### config.mk
export PLATFORM = sky130hd
export DESIGN_NAME = handshake_slice
export DESIGN_NICKNAME = d
export VERILOG_FILES = /design/src/rtl/handshake_slice.sv
export SDC_FILE = /design/constraint.sdc
export NUM_CORES = 1
export LEC_CHECK = 0
export CORE_MARGIN = 2
export CORE_UTILIZATION = 49
export CTS_CLUSTER_DIAMETER = 40
export CTS_CLUSTER_SIZE = 14
export DETAILED_ROUTE_END_ITERATION = 16
export PLACE_DENSITY = 0.86
export SYNTH_ARGS = -nofsm -noshare
export SYNTH_HDL_FRONTEND = slang
export SYNTH_SLANG_ARGS = --single-unit
### constraint.sdc
create_clock -name clk -period 1.8 [get_ports clk]
set_input_delay 0.27 -clock clk [delete_from_list [all_inputs] [get_ports clk]]
set_output_delay 0.27 -clock clk [all_outputs]
set_load 0.005 [all_outputs]
### src/rtl/handshake_slice.sv
// handshake_slice: valid/ready register slice with three timing modes.
//   MODE 0  forward  : valid/data registered, ready combinational.
//   MODE 1  backward : ready registered, one-entry skid buffer, zero latency.
//   MODE 2  full     : both directions registered, two-entry circular buffer.
// An optional checker flags an upstream that withdraws valid or changes data
// while stalled; the flag is sticky until reset.
//
// Ports:
//   clk      clock, rising edge
//   rstn     asynchronous active-low reset
//   valid_i  upstream valid            ready_o  ready to upstream
//   data_i   upstream payload [WIDTH]  data_o   downstream payload [WIDTH]
//   valid_o  valid to downstream       ready_i  downstream ready
//   count_o  entries currently held (0..2)
//   err_o    sticky upstream protocol violation
module handshake_slice #(
  parameter int WIDTH    = 32,
  parameter int MODE     = 2,
  parameter int CHECK_EN = 1
) (
  input  logic             clk,
  input  logic             rstn,
  input  logic             valid_i,
  output logic             ready_o,
  output logic             valid_o,
  input  logic             ready_i,
  input  logic [WIDTH-1:0] data_i,
  output logic [WIDTH-1:0] data_o,
  output logic [1:0]       count_o,
  output logic             err_o
);

  generate
    if (MODE == 0) begin : g_fwd
      logic             vld_q;
      logic [WIDTH-1:0] dat_q;

      always_ff @(posedge clk or negedge rstn) begin
        if (!rstn) begin
          vld_q <= 1'b0;
          dat_q <= '0;
        end else if (valid_i && ready_o) begin
          vld_q <= 1'b1;
          dat_q <= data_i;
        end else if (ready_i) begin
          vld_q <= 1'b0;
        end
      end

      // Accept when empty or when the held word leaves this cycle.
      assign ready_o = ~vld_q | ready_i;
      assign valid_o = vld_q;
      assign data_o  = dat_q;
      assign count_o = {1'b0, vld_q};

    end else if (MODE == 1) begin : g_skid
      logic             skid_vld;
      logic             rdy_q;
      logic [WIDTH-1:0] skid_dat;
      logic             capture;

      // Word accepted upstream that downstream cannot take this cycle.
      assign capture = valid_i & rdy_q & ~ready_i;

      // rdy_q tracks ~skid_vld but lives in its own flop so ready_o has no
      // combinational path from ready_i.
      always_ff @(posedge clk or negedge rstn) begin
        if (!rstn) begin
          skid_vld <= 1'b0;
          rdy_q    <= 1'b1;
          skid_dat <= '0;
        end else if (skid_vld) begin
          if (ready_i) begin
            skid_vld <= 1'b0;
            rdy_q    <= 1'b1;
          end
        end else if (capture) begin
          skid_vld <= 1'b1;
          rdy_q    <= 1'b0;
          skid_dat <= data_i;
        end
      end

      assign ready_o = rdy_q;
      assign valid_o = valid_i | skid_vld;
      // Pass-through is zeroed when nothing is valid so idle data_o reads 0.
      assign data_o  = skid_vld ? skid_dat : (valid_i ? data_i : '0);
      assign count_o = {1'b0, skid_vld};

    end else begin : g_full
      logic [1:0][WIDTH-1:0] mem, mem_n;
      logic                  wr_ptr, rd_ptr, rd_n;
      logic [1:0]            cnt, cnt_n;
      logic                  vld_q, rdy_q;
      logic [WIDTH-1:0]      dat_q;
      logic                  push, pop;

      assign push = valid_i & rdy_q;
      assign pop  = vld_q & ready_i;
      assign rd_n = rd_ptr ^ pop;

      always_comb begin
        mem_n = mem;
        if (push) mem_n[wr_ptr] = data_i;
        cnt_n = cnt;
        case ({push, pop})
          2'b10:   cnt_n = cnt + 2'd1;
          2'b01:   cnt_n = cnt - 2'd1;
          default: ;
        endcase
      end

      // All outputs come from next-state values so they are plain flops.
      always_ff @(posedge clk or negedge rstn) begin
        if (!rstn) begin
          mem    <= '0;
          wr_ptr <= 1'b0;
          rd_ptr <= 1'b0;
          cnt    <= 2'd0;
          vld_q  <= 1'b0;
          rdy_q  <= 1'b1;
          dat_q  <= '0;
        end else begin
          mem    <= mem_n;
          wr_ptr <= wr_ptr ^ push;
          rd_ptr <= rd_n;
          cnt    <= cnt_n;
          vld_q  <= (cnt_n != 2'd0);
          rdy_q  <= (cnt_n != 2'd2);
          // When empty, data_o keeps the last delivered word.
          if (cnt_n != 2'd0) dat_q <= mem_n[rd_n];
        end
      end

      assign ready_o = rdy_q;
      assign valid_o = vld_q;
      assign data_o  = dat_q;
      assign count_o = cnt;
    end
  endgenerate

  generate
    if (CHECK_EN != 0) begin : g_chk
      logic             stall_q;
      logic [WIDTH-1:0] prev_q;
      logic             err_q;

      always_ff @(posedge clk or negedge rstn) begin
        if (!rstn) begin
          stall_q <= 1'b0;
          prev_q  <= '0;
          err_q   <= 1'b0;
        end else begin
          // A stalled offer must stay valid with identical data.
          if (stall_q && (!valid_i || (data_i != prev_q))) err_q <= 1'b1;
          stall_q <= valid_i & ~ready_o;
          prev_q  <= data_i;
        end
      end

      assign err_o = err_q;
    end else begin : g_nochk
      assign err_o = 1'b0;
    end
  endgenerate

endmodule

Yosys cells after proc, flatten, opt, wreduce, memory -nomap -nowiden
Cells that the tools add are included.
W data, S select, Z words.
{"block": "totals", "reg_bits": 136, "latchBits": 0, "ram_bits": 0, "mem_bits_ro": 0, "inputBits": 36, "output_inout_bits": 37, "word_cells": 38, "mem_count": 0}
{"block": "classes", "addsub": 2, "n_mul": 0, "div_mod_pow": 0, "magnitude_cmp": 3, "eq_ne": 4, "shift": 0, "n_mux": 7, "bitwise": 6, "reduce_logical": 5}
{"op": "$mux W32", "count": 3}
{"op": "$bwmux W64", "count": 1}
{"op": "$mux W64", "count": 1}
{"op": "$demux W32 S1", "count": 1}
{"op": "$ne A32 B32 Y1", "count": 1}
{"op": "$lt A1 B2 Y1 const B", "count": 2}
{"op": "$pmux W2 S2", "count": 1}
{"op": "$and A1 B1 Y1", "count": 3}
{"op": "$add A2 B1 Y2 const B", "count": 1}
{"op": "$eq A2 B1 Y1 const B", "count": 1}
{"op": "$eq A2 B2 Y1 const B", "count": 1}
{"op": "$logic_and A1 B1 Y1", "count": 2}
{"op": "$ne A2 B2 Y1 const B", "count": 1}
{"op": "$reduce_bool A2 Y1", "count": 1}
{"op": "$sub A2 B1 Y2 const B", "count": 1}
{"op": "$xor A1 B1 Y1", "count": 2}
{"op": "$ge A1 B1 Y1 const B", "count": 1}
{"op": "$logic_not A1 Y1", "count": 1}
{"op": "$logic_or A1 B1 Y1", "count": 1}
{"op": "$not A1 Y1", "count": 1}

Logic depth before layout (Yosys ltp)
{"block": "depth", "depth_word": 8, "mapped_depth": 10, "ltp_nobuf": 8}

Worst setup path before layout
OpenSTA, ideal clock, no wires.
{"block": "synth_timing", "kind": "register to register", "startpoint": "register g_full.rdy_q, in the netlist ready_o", "endpoint": "register g_full.dat_q[10], in the netlist data_o[10]", "setup_ps": 79, "arrival_time_ps": 1810, "t_required_ps": 1721, "path_slack_ps": -89, "stages_incl_launch_ff": 9, "path_buffers": 2, "synth_period_minus_slack_ps": 1889, "path_cell_list": "dfstp_2 nand2_2 ha_1 nor2_1 xor2_1 nand2b_1 buf_4 buf_6 mux2i_1"}
{"block": "synth_via", "elab_chain_len": 4, "elab_cells_between_ends": 8, "classes_between": "eq/ne: 2; mux: 4; bitwise: 1; reduce/logical: 1"}
{"element": "start, declared", "line_no": "94", "rtl": "logic vld_q, rdy_q;"}
{"element": "start signal, assigned", "line_no": "129", "rtl": "rdy_q <= (cnt_n != 2'd2);"}
{"element": "$and A1 B1 Y1 *", "line_no": "98", "rtl": "assign push = valid_i & rdy_q;"}
{"element": "$eq A2 B1 Y1 / $eq A2 B2 Y1 (equally long branches)", "line_no": "106", "rtl": "case ({push, pop})"}
{"element": "$pmux W2 S2 *", "line_no": "106"}
{"element": "net g_full.cnt_n[1]", "line_no": "93", "rtl": "logic [1:0] cnt, cnt_n;"}
{"element": "$reduce_bool A2 Y1 *", "line_no": "131", "rtl": "if (cnt_n != 2'd0) dat_q <= mem_n[rd_n];"}
{"element": "end signal, assigned", "line_no": "131"}
{"element": "end, declared", "line_no": "95", "rtl": "logic [WIDTH-1:0] dat_q;"}
The timed path passes the listed nets; every way through them passes the cells marked *. The select of a mux whose other input is x is not followed.
A chain may end at the register's enable or synchronous reset.

Worst setup path in the final report
{"block": "layout_timing", "startpoint": "register g_full.rdy_q, in the netlist ready_o", "endpoint": "register g_full.dat_q[24], in the netlist data_o[24]"}
Same word-level chain as after synthesis.

==> results.ini <==
[worst_setup_path]
reg2reg_to=data_o[24]
crit_chain=nand2_4 -> ha_4 -> xnor2_2 -> nor2_2 -> xor2_1 -> nand2b_4 -> buf_12 -> buf_16 -> mux2i_2
crit_buf_inv=2
end_kind=flop
r2r_start=ready_o
cp.arrival_ns=2.34
cpMaxStageDelayCell=dfstp_2
required_ns=2.12
path_class=flop to flop
worst-path-stages=9
cpLargestDelayFamily=flip-flops
r2r_setup_slack_ns=-0.22
reg2regPathDepth=9
cp-start-kind=flop
crit_fanout=5
slowest_delay_ns=0.56

[logic_synthesis]
synth_ff_type=dfrtp_1
synth_area_per_cell_um2=15.1
ys.warnings.count=0
synth_edf_count=0
syn-num-nets=409
synthesis.area_mm2=0.00560
ys_seq_area_share_pct=60.8
syn_inst=372
synth-seq-cells=136
synth_cell_types=25
ys_async_sr_fraction_pct=100

[place]
dp_cells=611
port_buffers=72
gp_congestion=0.765
dpl.hpwl_um=7820

[hold_path]
hold_class=primary input to asynchronous set/reset pin

[global_routing]
grt_pass1_wl_um=21500
antenna_found_initial=0
grt_pass1_vias=4003
overflow=0
grt_max_degree=52
track_usage_pct=23.0

[route]
vias=3394
ant_nets=0
wirelength_um=12800
drt_iter0_markers=134
wire_per_inst_um=19.5
viasPerCell=5.15
drtPass1Iterations=7
drc_errors=0

[final_layout]
utilization_pct=67.6
layout.cells.most_common_list=dfrtp_1, clkdlybuf4s50_1, mux2i_1, buf_4, mux2_2
n_antenna_cell=0
drive_gt1_share_pct=32.2
instances_no_fill=659
syn_to_final_growth_pct=36.0
layout.cells.most_common=dfrtp_1
final_nets=540

[clock_tree]
cts.sinks=136
cts_made_buffers=17
clockRootBuffer=clkbuf_16
clk_latency_ns=0.42
clk_pin_slew_ns=0.06
cts_max_level=4
clock_path_buffers=2
cts_tree=built

[sta]
slew_headroom_pct=67.1
fin_crit_ns=2.02
fin_skew_ns=0.0107
whs_ns=0.358
setup_ws_ns=-0.221
worstMarginPinSlew_ns=0.494
setup_tns_ns=-4.14
hold_viol=0
rsz0062_at_grt=yes
slew_violations=0
fin_crit_sh_pct=112
clock.fmax_ghz=0.495
setup_viol_count_final=34

[outcome]
status=finished, violations left
violations=setup timing

[floorplanning]
die_x_um=111
start_util_pct=49.7
core-area_mm2=0.0113
pin_count=73
row_count=39
fp.dieArea_mm2=0.0123
die_h_um=111

[power_and_ir_drop]
leakage_uw=0.00370
power.density_mw_per_mm2=2020
irDropWorstVdd_uv=1120

[flow_run]
drv_cap=0

[cell type report]
class,instances,area (um2)
Timing Repair Buffer,126,1280
Fill cell,750,3650
Sequential cell,136,3400
Tap cell,143,179
Clock buffer,18,439
Inverter,35,131
Multi-Input combinational cell,187,2000
Clock inverter,14,180
[report_power, final]
part           switching (uW)  total (uW)  leakage [uW]  internal (uW)
logic                    2870        6890       0.00180           4020
clock network            1290        3630      0.000309           2340
registers                 532        4880       0.00160           4350
[cells in the mapped netlist, drive strengths merged (2+ instances only)]
master,count,share of area [%]
inv,35,2.3
mux2,64,15
mux2i,64,11
dfrtp,135,60
buf,14,2.5
nand4,3,0.34
nor4,6,0.67
nor2,2,0.13
xor2,23,3.6
xnor2,13,2.0
nand2,5,0.38
[worst max-delay path by stage]
| stage | start | to | slack [ns] |
|---|---|---|---|
| floorplan | ready_o | data_o[10] | -0.05 |
| global placement | data_i[6] | err_o | -0.34 |
| detailed placement | valid_i | data_o[31] | -0.46 |
| CTS | ready_o | data_o[16] | -0.18 |
| global route | ready_o | data_o[24] | -0.29 |
| finish | ready_o | data_o[24] | -0.22 |
[cells by family after synthesis]
logic type      Yosys count  synth area share (%)
buf+inv                  49                  4.89
flops                   136                  60.8
simple gates             21                  2.10
compound gates            1                 0.156
xor+xnor                 36                  5.63
fa+ha+maj                 1                 0.223
mux                     128                  26.2
[sequential cells by signal (all words and copies together), names as in the netlist]
| signal | flops |
|---|---|
| g_full.mem | 64 |
| ready_o | 1 |
| err_o | 1 |
| g_chk.prev_q | 32 |
| g_full.wr_ptr | 1 |
| g_chk.stall_q | 1 |
| valid_o | 1 |
| data_o | 32 |
| count_o | 2 |
| g_full.rd_ptr | 1 |
[layer usage]
layer / vias up / track usage (%) / wire (um) / part of all wire, %
met2: 88 / 37.5 / 6500 / 51
met1: 1766 / 28.9 / 5440 / 42
met5: - / 0 / 0 / 0
met4: 0 / 9.25 / 301 / 2.3
met3: 26 / 6.83 / 593 / 4.6
li1: 1514 / - / - / -
[metrics by stage]
| step | setup slack, ns | total power [uW] | area [um2] |
|---|---|---|---|
| final | -0.221 | 15400 | 7620 |
| after global routing | -0.295 | 16300 | 7620 |
| after CTS | -0.175 | 15400 | 7600 |
| after detailed placement | -0.459 | 10800 | 6740 |
| after global placement | -0.341 | 10500 | 6740 |
| after floorplan | -0.0485 | 8720 | 5620 |
[what timing repair did]
item / in CTS / in global routing
setup endpoints to repair: 33 / 37
hold endpoints to repair: 47 / 0
setup buffers: 15 / 1
resized for setup: 14 / 9
cloned: 2 / 0
pin swaps: 0 / 1
hold buffers: 1 / 0
No activity file was read; power rests on OpenSTA's default activity.
